<file path="src/rtl/hilo_muldiv_unit.sv">
// HI/LO multiply/divide unit: iterative 32-cycle shift-add multiply and restoring divide,
// followed by one sign-fix cycle that writes the 64-bit result into HI/LO.
module hilo_muldiv_unit (
  input  logic        Clk,
  input  logic        Rst,
  input  logic        start,
  input  logic [2:0]  op,
  input  logic [31:0] rs,
  input  logic [31:0] rt,
  output logic        busy,
  output logic        done,
  output logic [31:0] hi,
  output logic [31:0] lo
);

  typedef enum logic [1:0] {IDLE, RUN, FIX} state_t;

  localparam logic [2:0] OP_MTHI = 3'd4;
  localparam logic [2:0] OP_MTLO = 3'd5;

  state_t      state, state_next;
  logic [4:0]  cnt;
  logic [31:0] a_mag, b_mag;
  logic [31:0] acc_hi, acc_lo;
  logic        is_div, neg_res, neg_rem;

  logic        accept_md, is_signed;
  logic [31:0] rs_abs, rt_abs;
  logic [32:0] mul_sum, div_shift;
  logic        div_ge;
  logic [31:0] step_hi, step_lo;
  logic [63:0] prod_fix;
  logic [31:0] quo_fix, rem_fix, fix_hi, fix_lo;

  // ops 0-3 have op[2]=0; even codes (MULT, DIV) are the signed variants
  assign accept_md = (state == IDLE) && start && !op[2];
  assign is_signed = !op[0];
  assign rs_abs    = (is_signed && rs[31]) ? -rs : rs;
  assign rt_abs    = (is_signed && rt[31]) ? -rt : rt;
  assign busy      = (state != IDLE);

  always_ff @(posedge Clk or negedge Rst) begin
    if (!Rst) state <= IDLE;
    else      state <= state_next;
  end

  // NOTE: every signal driven here gets a default first, so no path can infer a latch.
  always_comb begin
    state_next = state;
    case (state)
      IDLE:    if (accept_md) state_next = RUN;
      RUN:     if (cnt == 5'd31) state_next = FIX;
      FIX:     state_next = IDLE;
      default: state_next = IDLE;
    endcase
  end

  // One iteration: {acc_hi,acc_lo} is product/multiplier for multiply, remainder/quotient for divide.
  always_comb begin
    mul_sum   = acc_lo[0] ? ({1'b0, acc_hi} + {1'b0, a_mag}) : {1'b0, acc_hi};
    div_shift = {acc_hi, acc_lo[31]};
    div_ge    = (div_shift >= {1'b0, b_mag});
    if (is_div) begin
      step_hi = div_ge ? (div_shift[31:0] - b_mag) : div_shift[31:0];
      step_lo = {acc_lo[30:0], div_ge};
    end else begin
      step_hi = mul_sum[32:1];
      step_lo = {mul_sum[0], acc_lo[31:1]};
    end
  end

  // A zero divisor leaves the dividend in the remainder; re-signing it restores rs exactly.
  always_comb begin
    prod_fix = neg_res ? -{acc_hi, acc_lo} : {acc_hi, acc_lo};
    quo_fix  = (b_mag == 32'd0) ? 32'hFFFF_FFFF : (neg_res ? -acc_lo : acc_lo);
    rem_fix  = neg_rem ? -acc_hi : acc_hi;
    fix_hi   = is_div ? rem_fix : prod_fix[63:32];
    fix_lo   = is_div ? quo_fix : prod_fix[31:0];
  end

  // NOTE: sequential state uses non-blocking assignments so every register samples pre-edge values.
  always_ff @(posedge Clk or negedge Rst) begin
    if (!Rst) begin
      cnt     <= '0;
      a_mag   <= '0;
      b_mag   <= '0;
      acc_hi  <= '0;
      acc_lo  <= '0;
      is_div  <= 1'b0;
      neg_res <= 1'b0;
      neg_rem <= 1'b0;
      hi      <= '0;
      lo      <= '0;
      done    <= 1'b0;
    end else begin
      done <= (state == FIX);
      case (state)
        IDLE: begin
          if (accept_md) begin
            a_mag   <= rs_abs;
            b_mag   <= rt_abs;
            is_div  <= op[1];
            neg_res <= is_signed && (rs[31] ^ rt[31]);
            neg_rem <= is_signed && rs[31];
            acc_hi  <= '0;
            acc_lo  <= op[1] ? rs_abs : rt_abs;
            cnt     <= '0;
          end else if (start && op == OP_MTHI) begin
            hi <= rs;
          end else if (start && op == OP_MTLO) begin
            lo <= rs;
          end
        end
        RUN: begin
          acc_hi <= step_hi;
          acc_lo <= step_lo;
          cnt    <= cnt + 5'd1;
        end
        FIX: begin
          hi <= fix_hi;
          lo <= fix_lo;
        end
        default: ;
      endcase
    end
  end

endmodule

</file>
<file path="config.mk">
export PLATFORM = sky130hd
export DESIGN_NAME = hilo_muldiv_unit
export DESIGN_NICKNAME = d
export VERILOG_FILES = /design/src/rtl/hilo_muldiv_unit.sv
export SDC_FILE = /design/constraint.sdc
export NUM_CORES = 1
export LEC_CHECK = 0
export BUFFER_PORTS_ARGS = -buffer_cell sky130_fd_sc_hd__buf_2
export CAP_MARGIN = 30
export CORE_MARGIN = 5
export CORE_UTILIZATION = 42
export DETAILED_ROUTE_END_ITERATION = 10
export SYNTH_ARGS = -nofsm -noshare
export SYNTH_HDL_FRONTEND = slang
export SYNTH_SLANG_ARGS = --single-unit
</file>
<file path="constraint.sdc">
create_clock -name Clk -period 6.9 [get_ports Clk]
set_input_delay 1.035 -clock Clk [delete_from_list [all_inputs] [get_ports Clk]]
set_output_delay 1.035 -clock Clk [all_outputs]
set_load 0.02 [all_outputs]
</file>
; After elaboration in Yosys (flattened, before gate mapping)
; Cells that the tools add are included.
; W data, S select, Z words.
[totals]
regBits = 203
latchBits = 0
mem_bits_rw = 0
romBits = 0
memories = 0
[classes]
addsub = 8
multipliers = 0
n_div = 0
order_cmp = 1
eq_ne = 11
shift = 0
mux = 29
n_bitwise = 1
reduce_logical = 19
[ops]
columns = operator, n
row1 = $mux W32, 18
row2 = $pmux W32 S2, 4
row3 = $neg A32 Y32, 4
row4 = $mux W64, 1
row5 = $neg A64 Y64, 1
row6 = $add A32 B32 Y33, 1
row7 = $ge A33 B32 Y1, 1
row8 = $mux W33, 1
row9 = $logic_not A32 Y1, 1
row10 = $sub A32 B32 Y32, 1
row11 = $pmux W5 S2, 1
row12 = $ne A2 B2 Y1 const B, 4
row13 = $logic_and A1 B1 Y1, 7
row14 = $eq A3 B3 Y1 const B, 2
row15 = $reduce_and A2 Y1, 3
row16 = $reduce_bool A2 Y1, 3
row17 = $add A5 B1 Y5 const B, 1
row18 = $eq A5 B5 Y1 const B, 1
row19 = $mux W5, 1
row20 = $mux W2, 2
row21 = $ne A2 B1 Y1 const B, 2
row22 = $pmux W2 S2, 1
row23 = $reduce_and A4 Y1, 1
row24 = $reduce_and A3 Y1, 1
row25 = 5 further kinds, 6

; Logic depth before layout (Yosys ltp)
; Gate-level depths: netlist of run 1.
[depth]
ltp_word = 6
ltp_mapped = 14

; Worst setup path after synthesis of run 1
; Ideal clock, no wire load.
[synth_timing]
path_kind = input -> register
from = input rs[5]
to = register acc_lo[24]
setup_time_ns = 0.137
t_arrival_ns = 3.287
required_ns = 6.763
slack_ns = 3.476
stages = 11
path_cell_list = clkbuf_1 -> or4_1 -> nor4b_1 -> and2_1 -> clkbuf_1 -> a31oi_1 -> a21oi_1 -> xor2_1 -> nand2_1 -> a221oi_1 -> a21oi_1
[synth_between]
elab_chain_len = 5
[synth_rtl]
columns = element, line
row1 = from (decl), 8  ; input logic [31:0] rs,
row2 = $neg A32 Y32, 38  ; assign rs_abs = (is_signed && rs[31]) ? -rs : rs;
row3 = $mux W32, 38
row4 = $mux W32, 106  ; acc_lo <= op[1] ? rs_abs : rt_abs;
row5 = $mux W32, 99  ; if (accept_md) begin
row6 = $pmux W32 S2, 97  ; case (state)
row7 = to (signal assigned), 106
row8 = to (signal assigned), 116  ; acc_lo <= step_lo;
row9 = to (decl), 24  ; logic [31:0] acc_hi, acc_lo;
; No other way between the ends. The select of a mux whose other input is x is not followed.
; A chain may end at the register's enable or synchronous reset.

; Worst setup path in the final report of run 1
[layout_timing]
from = register acc_lo[24]
to = register hi[11]
[layout_between]
elab_chain_len = 4
[layout_rtl]
columns = element, line
row1 = $neg A64 Y64, 74  ; prod_fix = neg_res ? -{acc_hi, acc_lo} : {acc_hi, acc_lo};
row2 = $mux W64, 74
row3 = $mux W32, 77  ; fix_hi = is_div ? rem_fix : prod_fix[63:32];
row4 = $pmux W32 S2, 97
row5 = to (signal assigned), 109  ; hi <= rs;
row6 = to (signal assigned), 120  ; hi <= fix_hi;
row7 = to (decl), 12  ; output logic [31:0] hi,
; No other way between the ends.

==> impl_metrics.py, run 1 <==
metrics = {
    "run_status": {
        "outcome": "finished, final reports clean",
    },
    "pwr": {
        "total_leakage_power_nw": 7.53,
        "fin_total_pwr_mw": 10.3,
        "vdd.ir_drop.worst_uv": 262,
        "power.density_cell_area_nw_per_um2": 587,
    },
    "synth": {
        "number_of_synthesized_register_bits": 203,
        "synth.avg_cell_area_um2": 7.97,
        "yosys.cell_types.count": 79,
        "synthMostInstantiatedCell": "sky130_fd_sc_hd__nand2_1",
        "netlist_top_cells_count": "sky130_fd_sc_hd__nand2_1, sky130_fd_sc_hd__o21ai_0, sky130_fd_sc_hd__dfrtp_1",
        "yosys_warnings": 0,
        "synthDominantAreaCellType": "sky130_fd_sc_hd__dfrtp_1",
        "count_of_flip_flops_with_a_built_in_enable_after_synthesis": 0,
        "yosys-top-cells-area": "sky130_fd_sc_hd__dfrtp_1, sky130_fd_sc_hd__o21ai_0, sky130_fd_sc_hd__nand2_1",
        "synth-async-reset-ratio_pct": 100,
        "mappedNetlistArea_um2": 15700,
        "synthCells": 1975,
        "synth_top_area_share_pct": 32.3,
        "synth.yosys.seq_area_share_pct": 32.3,
        "mappedNetlistNets": 2117,
        "synth_ff_type": "sky130_fd_sc_hd__dfrtp_1",
    },
    "sta": {
        "worstMarginPinSlew_ps": 1030,
        "hold_violations": 0,
        "max_transition_margin_pct": 31.0,
        "finalSetupViolations": 0,
        "setup_tns_after_final_layout_ps": 0,
        "final.setup_skew_ps": 18.4,
        "clock.fmax_mhz": 250,
        "clock_period_minus_final_worst_setup_slack_ps": 4010,
        "timing_max_transition_violations_final": 0,
        "grt_setup_unrepaired": "false",
        "period_share_pct": 58.1,
    },
    "clock_network": {
        "ctsResizeCount": 0,
        "worst_skew_pair.late_latency_ps": 530,
        "h_tree_level_count": 1,
        "clock-root-buffer": "sky130_fd_sc_hd__clkbuf_16",
        "numClockSinks": 203,
        "post_cts_buffers": 0,
        "cts_hold_buf": 0,
        "clk_transition_reported_paths_ps": 60,
        "tritoncts.num_buffers": 24,
        "tritoncts": "done",
        "cts_max_path_buffers": 3,
    },
    "detailed_routing": {
        "totalWireLength_um": 59900,
        "drt_pass1_iterations": 6,
        "antenna_left": 0,
        "drt_iter0_drc": 1445,
        "via_count": 15625,
        "avgRoutedWirePerCell_um": 23.8,
        "drc_errors": 0,
        "vias_per_cell": 6.21,
    },
    "final_layout": {
        "layout-area-overhead-vs-synth_pct": 11.5,
        "post-route-util_pct": 47.7,
        "insertedDiodeCount": 0,
        "drive_gt1_share_pct": 11.4,
        "number_of_nets_in_the_final_layout": 2173,
    },
    "setup_path": {
        "critical_path_required_time_ps": 7270,
        "timing.setup.critical_path_class": "flop to flop",
        "timing.critical_path.to_type": "flop",
        "worst_path_largest_cell_delay_ps": 760,
        "critical_path.startpoint_type": "flop",
        "critical_path.cell_chain": "or4_1 > nor4_1 > nand3b_1 > or4_4 > nand2_4 > nand2_2 > o41ai_1 > a211oi_2",
        "worstPathMaxFanout": 8,
        "critPathArrivalTime_ps": 4370,
        "slowest_stage": "sky130_fd_sc_hd__o41ai_1",
    },
    "place": {
        "finalWeightedCongestion": 0.942,
        "detailed_place_hpwl_um": 46000,
        "io_port_bufs": 135,
    },
    "global_route": {
        "gr-usage-all-layers_pct": 27.8,
        "grt_antenna_before_repair": 0,
        "wire_length_of_the_first_global_routing_pass_um": 90900,
        "grt_max_degree": 78,
        "grt_pass1_vias": 14653,
        "global_route.overflow_total": 0,
    },
    "floorplanning": {
        "dieHeight_um": 204,
        "core_area_um2": 36800,
        "floorplan.initialDensity_pct": 42.8,
        "std_cell_rows": 70,
        "io-pin-count": 136,
        "die_area_um2": 41400,
        "die-width_um": 204,
    },
    "job": {
        "max_cap_viol_count": 0,
    },
    "min_path": {
        "hold_path.class": "flop to flop",
    },
}
-- power breakdown --
group | switching [mW] | internal, mW | total (mW)
sequential | 0.784 | 1.76 | 2.54
clock | 0.532 | 0.806 | 1.34
combinational | 3.88 | 2.53 | 6.41
-- critical path, delay by kind of cell (launching register included) --
| kind | cells | cell delay, ps |
|---|---|---|
| flops | 1 | 470 |
| simple gates | 6 | 2460 |
| compound gates | 2 | 910 |
-- layout make-up --
type	count	area [um^2]
Clock buffer	33	686
Clock inverter	10	131
Fill cell	3591	19200
Inverter	67	251
Multi-Input combinational cell	1577	9930
Sequential cell	203	5080
Tap cell	468	586
Timing Repair Buffer	158	877
-- kinds of logic after synthesis --
group	after synthesis	share of synthesized area, %
buffers and inverters	195	4.73
xor gates and xnor gates	165	9.19
AOI/OAI and AO/OA	685	26.7
muxes	48	3.09
and+or+nand+nor	607	18.1
DFF	203	32.3
adders and majority gates	72	5.82
-- flip-flops by register name, indices dropped and copies added, names as in the netlist --
name / cells
a_mag: 32
acc_hi: 32
acc_lo: 32
b_mag: 32
hi: 32
lo: 32
cnt: 5
state: 2
done: 1
is_div: 1
neg_rem: 1
neg_res: 1
-- worst paths after layout --
path	cells after the start	end	slack [ps]	startpoint
setup / recovery	8	hi[11]$_DFFE_PN0P_	2890	acc_lo[24]$_DFFE_PN0P_
hold / removal	2	lo[1]$_DFFE_PN0P_	470	lo[1]$_DFFE_PN0P_
setup reg to reg	8	hi[11]$_DFFE_PN0P_	2890	acc_lo[24]$_DFFE_PN0P_
hold reg to reg	2	lo[1]$_DFFE_PN0P_	470	lo[1]$_DFFE_PN0P_
max in group asynchronous	2	cnt[4]$_DFFE_PN0P_	5090	Rst
min in group asynchronous	1	hi[16]$_DFFE_PN0P_	560	Rst
-- per-stage QoR --
step / hold WS [ps] / setup slack [ps] / std cells / cell area (um^2)
after floorplan: 450 / 3480 / 1975 / 15700
after global placement: 460 / 2930 / 2471 / 16700
after detailed placement: 465 / 2910 / 2472 / 16700
after CTS: 478 / 3030 / 2515 / 17500
after global routing: 497 / 2750 / 2516 / 17500
final: 469 / 2890 / 2516 / 17500
-- layer usage --
| metal | global-route usage, % | vias up | share of wire, % |
|---|---|---|---|
| met1 | 39.8 | 7517 | 44 |
| met4 | 6.75 | 0 | 2.7 |
| met3 | 4.20 | 100 | 8.8 |
| met5 | 0 | - | 0 |
| li1 | - | 7268 | - |
| met2 | 44.4 | 740 | 45 |
-- cells in the final DEF, fill, tap and decap left out, types with 45 or more instances in the layout --
cell,netlist,routed
sky130_fd_sc_hd__a21oi_1,169,169
sky130_fd_sc_hd__xnor2_1,99,99
sky130_fd_sc_hd__ha_1,70,70
sky130_fd_sc_hd__o21ai_0,225,225
sky130_fd_sc_hd__nor2_1,127,126
sky130_fd_sc_hd__xor2_1,66,66
sky130_fd_sc_hd__inv_1,66,65
sky130_fd_sc_hd__nand2_1,242,242
sky130_fd_sc_hd__buf_2,4,134
sky130_fd_sc_hd__nor3_1,45,45
sky130_fd_sc_hd__a211oi_1,50,50
sky130_fd_sc_hd__dfrtp_1,203,202
No activity file was read; power rests on OpenSTA's default activity.
==> inputs of run 2 (changes only) <==
--- a/config.mk
+++ b/config.mk
@@ -5,6 +5,7 @@
 export SDC_FILE = /design/constraint.sdc
 export NUM_CORES = 1
 export LEC_CHECK = 0
+export ABC_AREA = 1
 export BUFFER_PORTS_ARGS = -buffer_cell sky130_fd_sc_hd__buf_2
 export CAP_MARGIN = 30
 export CORE_MARGIN = 5
==> constraint.sdc (replaced) <==
create_clock -name Clk -period 3.7 [get_ports Clk]
set_input_delay 0.555 -clock Clk [delete_from_list [all_inputs] [get_ports Clk]]
set_output_delay 0.555 -clock Clk [all_outputs]
set_load 0.02 [all_outputs]
==> run 2 against run 1 <==
Effect of this change:
- clock skew increased by 2.0 ps
- synthesized cell count increased by 71%
- register-to-register slack worse by 2400 ps
- power increased by 140%
- global-route usage increased by 7.8 points
- worst setup slack got worse by 2400 ps
- die area increased by 24%
==> impl_metrics.py, run 2 <==
metrics = {
    "synth": {
        "count_of_flip_flops_with_a_built_in_enable_after_synthesis": 0,
        "synth.yosys.seq_area_share_pct": 25.8,
        "synthMostInstantiatedCell": "sky130_fd_sc_hd__nand2_1",
        "post_synth_xor_area_fraction_pct": 3.03,
        "yosys.cell_types.count": 52,
        "synth_ff_type": "sky130_fd_sc_hd__dfrtp_1",
        "synth.avg_cell_area_um2": 5.81,
        "number_of_synthesized_register_bits": 203,
        "synth_top_area_share_pct": 25.8,
        "synthCells": 3386,
        "synth_compound_area_share_pct": 12.5,
        "yosys_warnings": 0,
        "netlist_top_cells_count": "sky130_fd_sc_hd__nand2_1, sky130_fd_sc_hd__nor2_1, sky130_fd_sc_hd__inv_1",
        "synth_simple_gate_area_share_pct": 43.4,
        "proportion_of_synthesized_area_in_mux_cells_pct": 0,
        "yosys-top-cells-area": "sky130_fd_sc_hd__dfrtp_1, sky130_fd_sc_hd__nand2_1, sky130_fd_sc_hd__nor2_1",
        "synthDominantAreaCellType": "sky130_fd_sc_hd__dfrtp_1",
        "synth-async-reset-ratio_pct": 100,
        "mappedNetlistArea_um2": 19700,
        "largest_family_of_logic_cells_by_synthesized_area": "simple AND/OR/NAND/NOR gates",
        "adder_cell_share_of_the_synthesized_area_pct": 4.66,
        "mappedNetlistNets": 3528,
    },
    "setup_path": {
        "worstReg2RegStart": "acc_lo[31]$_DFFE_PN0P_",
        "ff_to_ff_setup_slack_ps": 460,
        "ff2ff_path_depth": 13,
        "critPathArrivalTime_ps": 3690,
        "timing.setup.critical_path_class": "flop to flop",
        "endpoint": "acc_hi[16]$_DFFE_PN0P_",
        "worstPathMaxFanout": 6,
        "critical_path_required_time_ps": 4150,
        "crit-reg2reg-capture": "acc_hi[16]$_DFFE_PN0P_",
        "timing.critical_path.to_type": "flop",
        "critical_path.startpoint_type": "flop",
        "startpoint": "acc_lo[31]$_DFFE_PN0P_",
    },
    "clock_network": {
        "tritoncts": "done",
        "cts_max_path_buffers": 3,
        "clk_transition_reported_paths_ps": 60,
        "h_tree_level_count": 1,
        "tritoncts.num_buffers": 26,
        "worst_skew_pair.late_latency_ps": 570,
        "ctsResizeCount": 0,
        "numClockSinks": 203,
        "post_cts_buffers": 0,
        "clock-root-buffer": "sky130_fd_sc_hd__clkbuf_16",
        "cts_hold_buf": 0,
    },
    "sta": {
        "hold_violations": 0,
        "grt_setup_unrepaired": "false",
        "period_share_pct": 87.6,
        "setup_tns_after_final_layout_ps": 0,
        "clock_period_minus_final_worst_setup_slack_ps": 3240,
        "max_transition_margin_pct": 38.3,
        "worstMarginPinSlew_ps": 925,
        "final.setup_skew_ps": 20.4,
        "finalSetupViolations": 0,
        "clock.fmax_mhz": 309,
        "timing_max_transition_violations_final": 0,
    },
    "detailed_routing": {
        "antenna_left": 0,
        "totalWireLength_um": 94200,
        "avgRoutedWirePerCell_um": 23.0,
        "drc_errors": 0,
        "via_count": 23473,
        "vias_per_cell": 5.73,
        "drt_pass1_iterations": 8,
        "drt_iter0_drc": 3001,
    },
    "final_layout": {
        "layout-area-overhead-vs-synth_pct": 11.5,
        "drive_gt1_share_pct": 7.84,
        "number_of_nets_in_the_final_layout": 3615,
        "final_common_cell": "sky130_fd_sc_hd__nand2_1",
        "insertedDiodeCount": 0,
        "post-route-util_pct": 47.2,
        "mostFrequentLayoutCells": "sky130_fd_sc_hd__nand2_1, sky130_fd_sc_hd__nor2_1, sky130_fd_sc_hd__inv_1",
    },
    "global_route": {
        "global_route.overflow_total": 0,
        "gr-usage-all-layers_pct": 35.6,
        "grt_pass1_vias": 21504,
        "wire_length_of_the_first_global_routing_pass_um": 137000,
        "grt_antenna_before_repair": 1,
        "grt_max_degree": 93,
    },
    "pwr": {
        "vdd.ir_drop.worst_uv": 603,
        "power.density_cell_area_nw_per_um2": 1120,
        "total_leakage_power_nw": 11.3,
    },
    "floorplanning": {
        "die-width_um": 226,
        "core_area_um2": 46500,
        "std_cell_rows": 79,
        "die_area_um2": 51300,
        "floorplan.initialDensity_pct": 42.3,
        "io-pin-count": 136,
        "dieHeight_um": 226,
    },
    "place": {
        "io_port_bufs": 135,
        "detailed_place_hpwl_um": 75400,
        "finalWeightedCongestion": 1.07,
    },
    "min_path": {
        "hold_path.class": "input pin to async pin",
    },
    "job": {
        "max_cap_viol_count": 0,
    },
    "run_status": {
        "outcome": "finished, final reports clean",
    },
}
## run 2: cell count changes after synthesis, moves of 29 or more
cell                       before   now
sky130_fd_sc_hd__nand2_1      242  1124
sky130_fd_sc_hd__inv_1         66   413
sky130_fd_sc_hd__nor2_1       127   451
sky130_fd_sc_hd__nand3_1       35   321
sky130_fd_sc_hd__xnor2_1       99    20
sky130_fd_sc_hd__a21oi_1      169   230
sky130_fd_sc_hd__o21ai_0      225   170
sky130_fd_sc_hd__a211oi_1      50     1
sky130_fd_sc_hd__mux2i_1       44     0
sky130_fd_sc_hd__clkbuf_1     117    80
sky130_fd_sc_hd__a21o_1        37     3
sky130_fd_sc_hd__nand4_1       10    40
sky130_fd_sc_hd__o22ai_1       30     1
## run 2: cell type report
class | instances | area [um^2]
well taps | 607 | 759
clock inverters | 13 | 199
multi-input cells | 2643 | 12500
inverters | 423 | 1590
flip-flops and latches | 203 | 5080
repair buffers | 176 | 1030
fillers | 5116 | 24500
clock buffers | 35 | 736
## run 2: stage by stage
stage	setup WS [ps]	std cells	hold slack [ps]	total power, mW	cell area (um^2)
finish	459	4100	76.9	24.7	21900
global route	415	4100	162	26.5	21900
CTS	610	4100	142	24.2	21900
detailed placement	650	4052	473	21.3	21000
global placement	581	4052	466	21.3	21000
floorplan	1290	3386	259	15.4	19700
## run 2: cells by family (layout without fill, tap and decap cells)
kind of cell | count (synthesis) | after routing
AOI/OAI and AO/OA | 463 | 463
xor gates and xnor gates | 68 | 68
adders and majority gates | 72 | 72
buffers and inverters | 540 | 647
DFF | 203 | 203
and+or+nand+nor | 2040 | 2040
## run 2: power breakdown
group          total [mW]  internal, mW  switching, mW
Sequential           4.89          3.37           1.52
Clock                2.84          1.74           1.10
Combinational        16.9          5.15           11.8
## run 2: per-layer routing
| metal | up-vias | GRT usage [%] | wire length [um] |
|---|---|---|---|
| li1 | 10950 | - | - |
| met1 | 10967 | 48.8 | 38100 |
| met2 | 1311 | 54.1 | 40500 |
| met3 | 243 | 6.11 | 9160 |
| met4 | 2 | 18.4 | 6350 |
| met5 | - | 0 | 15 |
## run 2: how the worst min path moves through the flow
stage	start	to	slack, ps
final	Rst	acc_hi[31]$_DFFE_PN0P_	80
after floorplan	Rst	a_mag[0]$_DFFE_PN0P_	260
after global placement	lo[26]$_DFFE_PN0P_	lo[26]$_DFFE_PN0P_	470
after CTS	Rst	acc_hi[31]$_DFFE_PN0P_	140
after detailed placement	b_mag[16]$_DFFE_PN0P_	b_mag[16]$_DFFE_PN0P_	470
after global routing	Rst	acc_hi[27]$_DFFE_PN0P_	160
## run 2: critical path, cell delays in order, from the launching register on
cell and delay, ps:
sky130_fd_sc_hd__dfrtp_1 450, sky130_fd_sc_hd__inv_1 440, sky130_fd_sc_hd__ha_1 240, sky130_fd_sc_hd__inv_1 90
sky130_fd_sc_hd__fa_1 460, sky130_fd_sc_hd__nand3_1 110, sky130_fd_sc_hd__nand3_1 210, sky130_fd_sc_hd__nand2_1 140
sky130_fd_sc_hd__nand2_1 140, sky130_fd_sc_hd__a21oi_1 200, sky130_fd_sc_hd__xor2_1 270, sky130_fd_sc_hd__nand3_1 180
sky130_fd_sc_hd__nand3_1 130, sky130_fd_sc_hd__nand2_1 50
==> inputs of run 3 (changes only) <==
--- a/config.mk
+++ b/config.mk
@@ -10,7 +10,9 @@
 export CAP_MARGIN = 30
 export CORE_MARGIN = 5
 export CORE_UTILIZATION = 42
+export CTS_BUF_LIST = sky130_fd_sc_hd__clkbuf_8
 export DETAILED_ROUTE_END_ITERATION = 10
+export GPL_ROUTABILITY_DRIVEN = 0
 export SYNTH_ARGS = -nofsm -noshare
 export SYNTH_HDL_FRONTEND = slang
 export SYNTH_SLANG_ARGS = --single-unit
==> run 3 against run 2 <==
Effect of this change:
- sequential power decreased by 1%
- flip-flop and latch count stayed put
- global-route usage shrank 1.8 points
- critical path type unchanged
- largest power group unchanged
- highest routed layer unchanged
- worst setup slack gained 280 ps
- clock skew rose by 9.9 ps
==> impl_metrics.py, run 3 (synthesized netlist as in run 2, its figures left out) <==
metrics = {
    "run_status": {
        "outcome": "finished, final reports clean",
    },
    "final_layout": {
        "layout.filler_cells": 5030,
        "number_of_nets_in_the_final_layout": 3634,
        "area.sequential_um2": 5080,
        "mostFrequentLayoutCells": "sky130_fd_sc_hd__nand2_1, sky130_fd_sc_hd__nor2_1, sky130_fd_sc_hd__inv_1",
        "final_common_cell": "sky130_fd_sc_hd__nand2_1",
        "layout-area-overhead-vs-synth_pct": 11.4,
        "drive_gt1_share_pct": 8.55,
        "multi_input_comb_area_um2": 12500,
    },
    "min_path": {
        "hold_endpoint": "a_mag[20]$_DFFE_PN0P_",
        "whs_path_depth": 4,
        "worst_hold_startpoint": "rs[20]",
        "hold_path.class": "input pin to flop",
    },
    "detailed_routing": {
        "totalWireLength_um": 88900,
        "met2_wirelength_um": 36900,
        "drt_pass1_iterations": 6,
        "drt_iter0_drc": 2940,
        "via_count": 23563,
        "antenna_left": 0,
        "dr.max_layer_used": "met5",
        "avgRoutedWirePerCell_um": 21.5,
        "wl_met1_um": 35500,
        "met3WireLength_um": 9660,
        "drc_errors": 0,
        "vias_per_cell": 5.71,
    },
    "sta": {
        "clock_period_minus_final_worst_setup_slack_ps": 2960,
        "period_share_pct": 80.0,
        "timing_max_transition_violations_final": 0,
        "max_transition_margin_pct": 40.6,
        "worstMarginPinSlew_ps": 891,
        "final.setup_skew_ps": 30.3,
        "finalSetupViolations": 0,
        "grt_setup_unrepaired": "false",
        "setup_tns_after_final_layout_ps": 0,
        "clock.fmax_mhz": 338,
        "hold_violations": 0,
    },
    "setup_path": {
        "critPathArrivalTime_ps": 3460,
        "critical_path.cell_chain": "ha_1 > nand2_1 > inv_1 > nand2_1 > nor3_1 > and2_1 > nand2_1 > nand3b_1 > nand3_1 > nand2_1 > nand2_1 > o21ai_0",
        "timing.critical_path.to_type": "flop",
        "critical_path_required_time_ps": 4200,
        "critical_path.most_common_cell": "sky130_fd_sc_hd__nand2_1",
        "ff2ff_path_depth": 12,
        "ff_to_ff_setup_slack_ps": 740,
        "crit-reg2reg-capture": "acc_hi[26]$_DFFE_PN0P_",
        "worst_path_largest_cell_delay_ps": 570,
        "timing.setup.critical_path_class": "flop to flop",
        "startpoint": "acc_hi[24]$_DFFE_PN0P_",
        "cpLargestDelayFamily": "simple AND/OR/NAND/NOR gates",
        "worstReg2RegStart": "acc_hi[24]$_DFFE_PN0P_",
        "cp.buffers_inverters": 1,
        "slowest_stage": "sky130_fd_sc_hd__dfrtp_1",
        "critical_path.startpoint_type": "flop",
        "worstPathMaxFanout": 11,
    },
    "global_route": {
        "global_route.overflow_total": 0,
        "grt_max_degree": 99,
        "gr-usage-all-layers_pct": 33.8,
        "wire_length_of_the_first_global_routing_pass_um": 132000,
        "grt_antenna_before_repair": 2,
        "grt_pass1_vias": 21813,
    },
    "job": {
        "max_cap_viol_count": 0,
    },
    "place": {
        "io_port_bufs": 135,
        "detailed_place_hpwl_um": 70900,
    },
    "floorplanning": {
        "die_area_um2": 51300,
        "std_cell_rows": 79,
        "io-pin-count": 136,
        "floorplan.initialDensity_pct": 42.3,
        "dieHeight_um": 226,
        "die-width_um": 226,
        "core_area_um2": 46500,
    },
    "clock_network": {
        "cts_max_path_buffers": 3,
        "worst_skew_pair.late_latency_ps": 630,
        "clk_transition_reported_paths_ps": 60,
        "h_tree_level_count": 2,
        "tritoncts": "done",
        "clock-root-buffer": "sky130_fd_sc_hd__clkbuf_8",
        "numClockSinks": 203,
        "tritoncts.num_buffers": 39,
        "ctsResizeCount": 0,
    },
    "pwr": {
        "vdd.ir_drop.worst_uv": 478,
        "total_leakage_power_nw": 11.3,
        "power.density_cell_area_nw_per_um2": 1100,
        "fin_total_pwr_mw": 24.0,
    },
}
[run 3: cell count changes in the layout (fill, tap and decap cells not counted), sizes merged, moves of 2 or more]
cell    previous run  this run
inv              421       427
clkbuf            36        52
bufinv             5         2
diode              0         2
buf              175       180
clkinv             8        10
[run 3: repair_timing]
action,4_1_cts,5_1_grt
hold buffers,1,0
buffers inserted,0,0
hold endpoints to repair,31,0
[run 3: how the worst max path moves through the flow]
| stage | to | slack [ps] | cells after the start |
|---|---|---|---|
| after floorplan | hi[2]$_DFFE_PN0P_ | 1290 | 14 |
| after global placement | acc_lo[30]$_DFFE_PN0P_ | 850 | 12 |
| after detailed placement | acc_lo[30]$_DFFE_PN0P_ | 830 | 12 |
| after CTS | acc_hi[6]$_DFFE_PN0P_ | 840 | 11 |
| after global routing | acc_hi[26]$_DFFE_PN0P_ | 620 | 12 |
| final | acc_hi[26]$_DFFE_PN0P_ | 740 | 12 |
[run 3: metal layers]
metal | track usage, % | vias up
met5 | 0 | -
met4 | 21.0 | 4
met3 | 7.50 | 294
met2 | 49.3 | 1399
met1 | 45.4 | 10856
li1 | - | 11010
[run 3: power breakdown]
group          total (mW)  switching [mW]  internal, mW
logic                16.7            11.5          5.20
clock network        2.51            1.13          1.38
registers            4.84            1.47          3.37
[run 3: final cells by class]
| class | count | share of cell area, % |
|---|---|---|
| multi-input cells | 2643 | 57.2 |
| well taps | 607 | 3.47 |
| flip-flops and latches | 203 | 23.2 |
| clock buffers | 51 | 3.20 |
| repair buffers | 182 | 4.95 |
| inverters | 423 | 7.27 |
| clock inverters | 19 | 0.685 |
| diodes | 2 | 0.0228 |
[run 3: worst reg2reg max path, stage by stage, from the launching register on]
cell and delay [ps]:
sky130_fd_sc_hd__dfrtp_1 570, sky130_fd_sc_hd__ha_1 570, sky130_fd_sc_hd__nand2_1 150, sky130_fd_sc_hd__inv_1 70, sky130_fd_sc_hd__nand2_1 110, sky130_fd_sc_hd__nor3_1 370, sky130_fd_sc_hd__and2_1 200, sky130_fd_sc_hd__nand2_1 100
sky130_fd_sc_hd__nand3b_1 100, sky130_fd_sc_hd__nand3_1 210, sky130_fd_sc_hd__nand2_1 130, sky130_fd_sc_hd__nand2_1 60, sky130_fd_sc_hd__o21ai_0 220
[run 3: through the flow]
step           hold WS (ps)  instances  instance area [um^2]  worst slack, ps  util [%]
6_report                284       4130                 21900              740      47.1
4_1_cts                 250       4127                 21900              844      47.1
3_3_place_gp            467       4056                 21000              851      45.2
5_1_grt                 299       4128                 21900              618      47.1
2_1_floorplan           259       3386                 19700             1290         -
3_5_place_dp            471       4056                 21000              834      45.2
